### src/rtl/elevator_goal_scheduler.sv
// Goal-floor scheduler for the elevator: latches floor calls and picks
// a registered goal floor with SCAN-style direction persistence.
module elevator_goal_scheduler #(
    parameter int N_FLOORS = 3,
    parameter int FLOOR_W  = 2
) (
    input  logic                clk,
    input  logic                rst_n,
    input  logic [N_FLOORS-1:0] req,
    input  logic [FLOOR_W-1:0]  floor,
    input  logic                moving,
    input  logic                served,
    output logic [N_FLOORS-1:0] pending,
    output logic [FLOOR_W-1:0]  goal_floor,
    output logic                goal_valid,
    output logic [1:0]          dir
);

    typedef enum logic [1:0] {
        IDLE = 2'b00,
        UP   = 2'b01,
        DOWN = 2'b10
    } dir_t;

    dir_t                state_q, state_d;
    logic [FLOOR_W-1:0]  goal_q, goal_d;
    logic                valid_q, valid_d;
    logic [N_FLOORS-1:0] pending_q, pending_d;

    logic [FLOOR_W:0]    floor_x;
    logic                floor_ok;
    logic                here;
    logic                has_up, has_dn;
    logic [FLOOR_W-1:0]  up_lo, dn_hi;
    logic [FLOOR_W:0]    dist_up, dist_dn;

    assign floor_x  = {1'b0, floor};
    assign floor_ok = floor_x < (FLOOR_W+1)'(N_FLOORS);

    // Clearing on service takes priority over a same-cycle request.
    always_comb begin
        pending_d = pending_q;
        for (int i = 0; i < N_FLOORS; i++) begin
            if (served && floor_ok && floor_x == (FLOOR_W+1)'(i)) begin
                pending_d[i] = 1'b0;
            end else if (req[i]) begin
                pending_d[i] = 1'b1;
            end
        end
    end

    // Nearest pending call strictly above and strictly below the cabin.
    always_comb begin
        has_up = 1'b0;
        up_lo  = '0;
        for (int i = N_FLOORS - 1; i >= 0; i--) begin
            if (pending_q[i] && (FLOOR_W+1)'(i) > floor_x) begin
                has_up = 1'b1;
                up_lo  = FLOOR_W'(i);
            end
        end
    end

    always_comb begin
        has_dn = 1'b0;
        dn_hi  = '0;
        here   = 1'b0;
        for (int i = 0; i < N_FLOORS; i++) begin
            if (pending_q[i] && (FLOOR_W+1)'(i) < floor_x) begin
                has_dn = 1'b1;
                dn_hi  = FLOOR_W'(i);
            end
            if (pending_q[i] && (FLOOR_W+1)'(i) == floor_x) begin
                here = 1'b1;
            end
        end
    end

    assign dist_up = {1'b0, up_lo} - floor_x;
    assign dist_dn = floor_x - {1'b0, dn_hi};

    always_comb begin
        state_d = state_q;
        goal_d  = goal_q;
        valid_d = valid_q;
        if (!moving && floor_ok) begin
            if (here) begin
                goal_d  = floor;
                valid_d = 1'b1;
            end else begin
                unique case (state_q)
                    IDLE: begin
                        // Equal distance resolves toward the lower floor.
                        if (has_dn && (!has_up || dist_dn <= dist_up)) begin
                            goal_d  = dn_hi;
                            valid_d = 1'b1;
                            state_d = DOWN;
                        end else if (has_up) begin
                            goal_d  = up_lo;
                            valid_d = 1'b1;
                            state_d = UP;
                        end else begin
                            valid_d = 1'b0;
                        end
                    end
                    UP: begin
                        if (has_up) begin
                            goal_d  = up_lo;
                            valid_d = 1'b1;
                        end else if (has_dn) begin
                            goal_d  = dn_hi;
                            valid_d = 1'b1;
                            state_d = DOWN;
                        end else begin
                            valid_d = 1'b0;
                            state_d = IDLE;
                        end
                    end
                    DOWN: begin
                        if (has_dn) begin
                            goal_d  = dn_hi;
                            valid_d = 1'b1;
                        end else if (has_up) begin
                            goal_d  = up_lo;
                            valid_d = 1'b1;
                            state_d = UP;
                        end else begin
                            valid_d = 1'b0;
                            state_d = IDLE;
                        end
                    end
                    default: begin
                        valid_d = 1'b0;
                        state_d = IDLE;
                    end
                endcase
            end
        end
    end

    always_ff @(posedge clk or negedge rst_n) begin
        if (!rst_n) begin
            pending_q <= '0;
            goal_q    <= '0;
            valid_q   <= 1'b0;
            state_q   <= IDLE;
        end else begin
            pending_q <= pending_d;
            goal_q    <= goal_d;
            valid_q   <= valid_d;
            state_q   <= state_d;
        end
    end

    assign pending    = pending_q;
    assign goal_floor = goal_q;
    assign goal_valid = valid_q;
    assign dir        = state_q;

endmodule

### config.mk
export PLATFORM = sky130hd
export DESIGN_NAME = elevator_goal_scheduler
export DESIGN_NICKNAME = d
export VERILOG_FILES = /design/src/rtl/elevator_goal_scheduler.sv
export SDC_FILE = /design/constraint.sdc
export NUM_CORES = 1
export LEC_CHECK = 0
export ABC_CLOCK_PERIOD_IN_PS = 3000
export CAP_MARGIN = 5
export CORE_MARGIN = 5
export CORE_UTILIZATION = 52
export CTS_CLUSTER_DIAMETER = 100
export DETAILED_ROUTE_END_ITERATION = 16
export HOLD_SLACK_MARGIN = 0.15
export PLACE_DENSITY = 0.78
export SLEW_MARGIN = 25
export SYNTH_ARGS = -nofsm -noshare
export SYNTH_HDL_FRONTEND = slang
export SYNTH_SLANG_ARGS = --single-unit
### constraint.sdc
create_clock -name clk -period 3 [get_ports clk]
set_clock_uncertainty 0.2 [all_clocks]
set_input_delay 0.75 -clock clk [delete_from_list [all_inputs] [get_ports clk]]
set_output_delay 0.75 -clock clk [all_outputs]
set_load 0.02 [all_outputs]
-- Yosys cells after proc, flatten, opt, wreduce, memory -nomap -nowiden
Index checks and enable logic that the tools add are counted.
- register bits: 8
- output and inout bits: 8
- logic and storage cells: 94
- input port bits: 9
- magnitude comparators: 8
- reductions and logical operators: 26
- bitwise gates (word level): 1
- add/sub/neg operators: 2
- equality and inequality tests: 10
- mux-type cells: 41
- operator list (operator ; number):
    $mux W2 ; 15
    $mux W1 ; 23
    $logic_and A1 B1 Y1 ; 15
    $pmux W2 S3 ; 2
    $reduce_bool A2 Y1 ; 3
    $sub A2 B2 Y3 ; 2
    $reduce_and A5 Y1 ; 1
    $eq A2 B1 Y1 const B ; 2
    $eq A2 B2 Y1 const B ; 2
    $gt A1 B2 Y1 const A ; 2
    $lt A1 B2 Y1 const A ; 2
    $ne A2 B2 Y1 const B ; 2
    $ne A4 B4 Y1 const B ; 1
    $reduce_bool A4 Y1 ; 1
    $le A3 B3 Y1 ; 1
    $logic_not A3 Y1 ; 1
    $ne A3 B3 Y1 const B ; 1
    $pmux W1 S3 ; 1
    $reduce_and A3 Y1 ; 1
    $eq A1 B2 Y1 const A ; 1
    $eq A2 B2 Y1 const A ; 1
    $gt A2 B2 Y1 const A ; 1
    $logic_not A1 Y1 ; 2
    $logic_not A2 Y1 ; 1
    other kinds (4) ; 4

-- Depth between registers and ports, before layout
Gate-level depths: netlist of run 1.
- word-level depth: 12
- depth in mapped cells: 12
- mapped depth without buffers: 11

-- Worst setup path after synthesis of run 1
OpenSTA, ideal clock, no wires.
- kind: input -> register
- start point: input floor[1]
- end point: register goal_q[1], in the netlist goal_floor[1]
- stages: 12
- setup time: 122 ps
- arrival time: 2837 ps
- path buffers: 2
- required time: 2678 ps
- path slack: -159 ps
- cells stage by stage: buf_4 > buf_2 > and3_1 > ha_1 > fa_1 > inv_1 > ha_1 > nand3b_1 > nand2_1 > a31oi_1 > o21ai_0 > a32o_1
- cells in the longest elaborated chain, start to end: 12
- elaborated cells between the ends (all ways): 50
- classes of those cells: add/sub (2); order compare (8); eq/ne (3); mux (21); reduce/logical (16)
- RTL lines (element ; line ; RTL):
    from (decl) ; 10 ; input logic [FLOOR_W-1:0] floor,
    $gt A2 B2 Y1 ; 57 ; if (pending_q[i] && (FLOOR_W+1)'(i) > floor_x) begin
    $logic_and A1 B1 Y1 ; 57 ;
    $mux W2 (3 in a row) ; 57 ;
    $sub A2 B2 Y3 ; 79 ; assign dist_up = {1'b0, up_lo} - floor_x;
    $le A3 B3 Y1 ; 94 ; if (has_dn && (!has_up || dist_dn <= dist_up)) begin
    $logic_or A1 B1 Y1 ; 94 ;
    $logic_and A1 B1 Y1 ; 94 ;
    $mux W2 ; 94 ;
    $pmux W2 S3 ; 91 ; unique case (state_q)
    $mux W2 ; 87 ; if (here) begin
    to (signal assigned) ; 149 ; goal_q <= goal_d;
    to (decl) ; 26 ; logic [FLOOR_W-1:0] goal_q, goal_d;
Several ways; a longest one is shown, not always the timed one. The select of a mux whose other input is x is not followed.
A chain may end at the register's enable or synchronous reset.

-- Worst setup path in the final report of run 1
Ends and elaborated chain as after synthesis.

==> results, run 1 <==
- The flow ran to the end, and the final reports show no timing, DRC or antenna violations.
- The count of filler cells inserted in the layout is 123.
- The share of cell area taken by muxes after synthesis is 0.0436.
- The total negative setup slack is 0 ns.
- The number of clock buffers added by TritonCTS is 3.
- The area taken by multi-input logic gates is about 770 um2.
- The post-layout utilization of the core is 0.752.
- The post-route non-filler standard cell count is about 170.
- CTS placed an instance of clkbuf_4 at the clock tree root.
- CTS saw 8 sinks.
- The maximum frequency from static timing analysis is 345 MHz.
- The final hold violation count is 0.
- Of the total synthesized cell area, the portion taken by XOR and XNOR cells is 0.
- The congestion estimate from routability-driven global placement came to 0.853.
- In this run the tightest slew margin relative to its limit is 0.683.
- After floorplanning, the core was divided into 15 placement rows.
- Synthesis produced 121 cells.
- The final period demand of the worst path is 2.90 ns.
- Setup repair after global routing left no endpoint under its margin.
- Of the cells placed in the final design, the portion with a size suffix greater than 1 is 0.262.
- The number of nets in the final layout is about 170.
- The worst path arrival time is 2.86 ns.
- The via count of the routed design is 1020.
- The worst hold path terminates at goal_valid$_DFFE_PN0P_.
- The share of async-settable or async-resettable flops after synthesis is 1.00.
- The number of antenna diodes in the final layout is 0.
- The combinational family with the most area after synthesis is compound AO/OA/AOI/OAI gates.
- In this run the cell area of the synthesized design comes to 0.00100 mm2.
- The maximum number of pins on one net before global-route repair is 16.
- The tightest min-delay check is of the reg -> reg type.
- The later-pin clock latency in the skew report is 0.27 ns.
- The combinational cell fraction of total power is 0.660.
- The height of the die is approximately 54 um.
- Of the post-synthesis cell area, the dominant cell type holds 0.199.
- The count of input and output buffers is 16.
- Cell internal power was estimated by the tool at 0.434 mW.
- Of all nets on the critical path, the largest fanout is 3.
- The biggest area consumer among synthesized cells is dfrtp_1.
- The die covers ~0.0029 mm2.
- Once placement completed, the tool counted placed cells totaling 170.
- The hold path startpoint is goal_valid$_DFFE_PN0P_.
- The first element of the critical path is floor[1].
- The capture point of the worst reg-to-reg path is goal_floor[1]$_DFFE_PN0P_.
- Dividing the detail-routed wire length by the instance count gives 15.8 um.
- Across every metal layer, demand over resource in global routing totals 0.223.
- For this run, the register share of the synthesized area comes to 0.199.
- No sink is reached through more buffers than the 2 on the longest clock path.
- The worst hold path depth is 1.
- The leftover overflow at the end of global routing is 0.
- The compound-cell area share of the yosys netlist came to 0.295.
- The first-pass GRT wire length is 4580 um.
- The worst setup slack for register-to-register paths is 0.36 ns.
- For this block, the routed nets add up to 2740 um of wire.
- The width of the die is ~54 um.
- Clock-pin slew was measured on the worst setup and hold paths at 0.06 ns.
- For the pin with the worst max-slew slack, the measured transition is about 0.47 ns.
- For this run, design rule violations remaining after detail routing come to 0.
- The via count of the first global-routing pass is 969.
- The number of synthesized flops with an enable pin is 0.
- The tool flagged a number of max-cap violations equal to 0.
- Summed over all cells, the static leakage comes to 0.581 nW.
- For this design the total switching power over the nets is 0.382 mW.
- The area growth from synthesis to layout is 33.4%.
- The initial antenna violation count is 0.
- The initial core utilization is 0.564.
- The combined flip-flop and latch cell area is around 200 um2.
- The clock tree from TritonCTS is yes.
- Of the total synthesized cell area, the portion taken by full adders, half adders and majority gates is 0.164.
- In this run the number of H-tree levels came out at 1.
- Setup violations remaining at the end of the flow were counted as 0.
- VDD sags by at most 0.517 mV.
- Of the total synthesized cell area, the portion taken by AND, OR, NAND and NOR gates is 0.197.
- The relative contribution of the clock network to total power is 0.112.
- The number of pins with negative max-slew slack in the final report is 0.
- The distinct cell type count after synthesis is 44.
- The number of register bits inferred by synthesis is 8.
- The net switching share of the total power is 0.468.
- STA classifies the critical path endpoint as a flip-flop.
- For this design the ratio of total power to cell area is 609 mW/mm2.
- During synthesis, Yosys emitted a total of 0 warnings.
- The number of DRC violations after detailed-routing iteration 0 is 43.
- The routed via count divided by cell count is 5.86.
- The share of the cycle needed by the critical path after routing is 0.965.
- The critical path is of the in -> reg type.
- The count of cells along the worst register-to-register path is 11.
- 17 I/O pins were placed.
- The first-pass iteration count of the detailed router is 4.
- The flip-flop cell with the highest count after synthesis is dfrtp_1.
- Dividing the synthesized area by the synthesized cell count gives between 8 and 9 um2.
- The required arrival time at the worst endpoint is 2.96 ns.
- STA classifies the critical path startpoint as an input port.
- After legalization and detailed placement, the total HPWL measured ~2100 um.
- The origin of the critical flop-to-flop path is pending[1]$_DFFE_PN0P_.
- In this run the remaining antenna-violating nets after routing total 0.
- The area of the core is 0.00178 mm2.
- Sorting the synthesized cells by area gives the leading types as dfrtp_1 20%, ha_1 12%, nand2_1 4.5%.
- The part of the total power dissipated in sequential elements is 0.228.
- The synthesized net count is 142.
-- metrics by stage --
step / worst slack [ns] / hold WS [ns] / power (mW) / cell area (um2)
floorplan: -0.0201 / 0.254 / 0.524 / 1040
finish: 0.104 / 0.320 / 0.817 / 1340
detailed placement: -0.594 / 0.296 / 0.693 / 1280
CTS: 0.0159 / 0.309 / 0.812 / 1340
global placement: -0.503 / 0.289 / 0.677 / 1280
global route: 0.0141 / 0.332 / 0.878 / 1340
-- cell families after synthesis --
| kind of cell | after synthesis |
|---|---|
| mux | 3 |
| flops | 8 |
| fa+ha+maj | 12 |
| buf+inv | 19 |
| simple gates | 41 |
| compound gates | 38 |
-- what timing repair did --
action                                  4_1_cts  5_1_grt
pin swaps                                     3        0
resized for setup                             9        2
endpoints found under the setup margin        4        4
hold buffers                                  0        0
buffers inserted                              1        0
-- layer usage --
metal  up-vias  wire length [um]  share of wire  track usage
li1        489                 -              -            -
met1       492              1160           0.42        0.277
met2        36              1380           0.50        0.381
met3         3               191          0.070       0.0693
met4         0                 9         0.0033       0.0383
met5         -                 0              0            0
-- placed cells by master, fill, tap and decap left out, types with 2 or more instances in the layout --
cell | netlist | routed
a21o_1 | 2 | 2
a21oi_1 | 8 | 8
a221o_1 | 2 | 2
a31oi_1 | 3 | 2
buf_4 | 1 | 16
clkbuf_4 | 0 | 3
clkdlybuf4s50_1 | 0 | 14
dfrtp_1 | 8 | 8
fa_1 | 2 | 2
ha_1 | 10 | 8
ha_4 | 0 | 2
inv_1 | 11 | 11
nand2_1 | 12 | 10
nand2_2 | 0 | 2
nand3_1 | 3 | 2
nand3b_1 | 2 | 2
nor2_1 | 10 | 10
nor2b_1 | 4 | 3
nor3_1 | 3 | 3
o211ai_1 | 2 | 2
o21ai_0 | 5 | 4
o21ai_1 | 2 | 3
-- Yosys cell counts (2+ instances only) --
library cell and count:
nand2_1 12, inv_1 11, ha_1 10, nor2_1 10
a21oi_1 8, dfrtp_1 8, o21ai_0 5, nor2b_1 4
a31oi_1 3, buf_2 3, buf_6 3, nand3_1 3
nor3_1 3, a21o_1 2, a221o_1 2, and3_1 2
fa_1 2, nand3b_1 2, o211ai_1 2, o21ai_1 2
-- how the worst max path moves through the flow --
| stage | endpoint | slack, ns | depth (start not counted) |
|---|---|---|---|
| 3_5_place_dp | dir[0]$_DFFE_PN0P_ | -0.59 | 11 |
| 5_1_grt | goal_floor[0]$_DFFE_PN0P_ | 0.01 | 12 |
| 2_1_floorplan | goal_floor[1]$_DFFE_PN0P_ | -0.02 | 12 |
| 3_3_place_gp | goal_floor[1]$_DFFE_PN0P_ | -0.50 | 12 |
| 4_1_cts | goal_floor[0]$_DFFE_PN0P_ | 0.02 | 11 |
| 6_report | goal_floor[1]$_DFFE_PN0P_ | 0.10 | 10 |
-- final cells by class --
| cell class | instances | area share |
|---|---|---|
| Clock buffer | 3 | 0.0168 |
| Inverter | 12 | 0.0336 |
| Multi-Input combinational cell | 94 | 0.572 |
| Sequential cell | 8 | 0.149 |
| Tap cell | 25 | 0.0233 |
| Timing Repair Buffer | 32 | 0.204 |
-- registers in the layout (all words and copies together), names as in the netlist --
name / flops
dir: 2
pending: 3
goal_valid: 1
goal_floor: 2
-- worst max-delay path: stages --
cell           delay, ns
dlygate4sd2_1       0.26
and3_4              0.17
ha_4                0.16
fa_1                0.39
ha_1                0.36
a21oi_1             0.20
nand2_2             0.10
a31oi_4             0.17
o21ai_1             0.08
a32o_1              0.21
-- power by group through the flow --
stage	Sequential [mW]	Clock [mW]	Combinational [mW]
global placement	0.185	0	0.492
CTS	0.186	0.0916	0.534
finish	0.187	0.0914	0.539
global route	0.194	0.101	0.583
floorplan	0.214	0	0.310
detailed placement	0.186	0	0.507
Note: power is estimated with default switching activity, not from simulation.
==> inputs of run 2 (changes only) <==
- HOLD_SLACK_MARGIN: 0.15 -> 0.12
==> results of run 2 <==
Same layout as run 1: the final DEF is identical, and so are final timing and power.
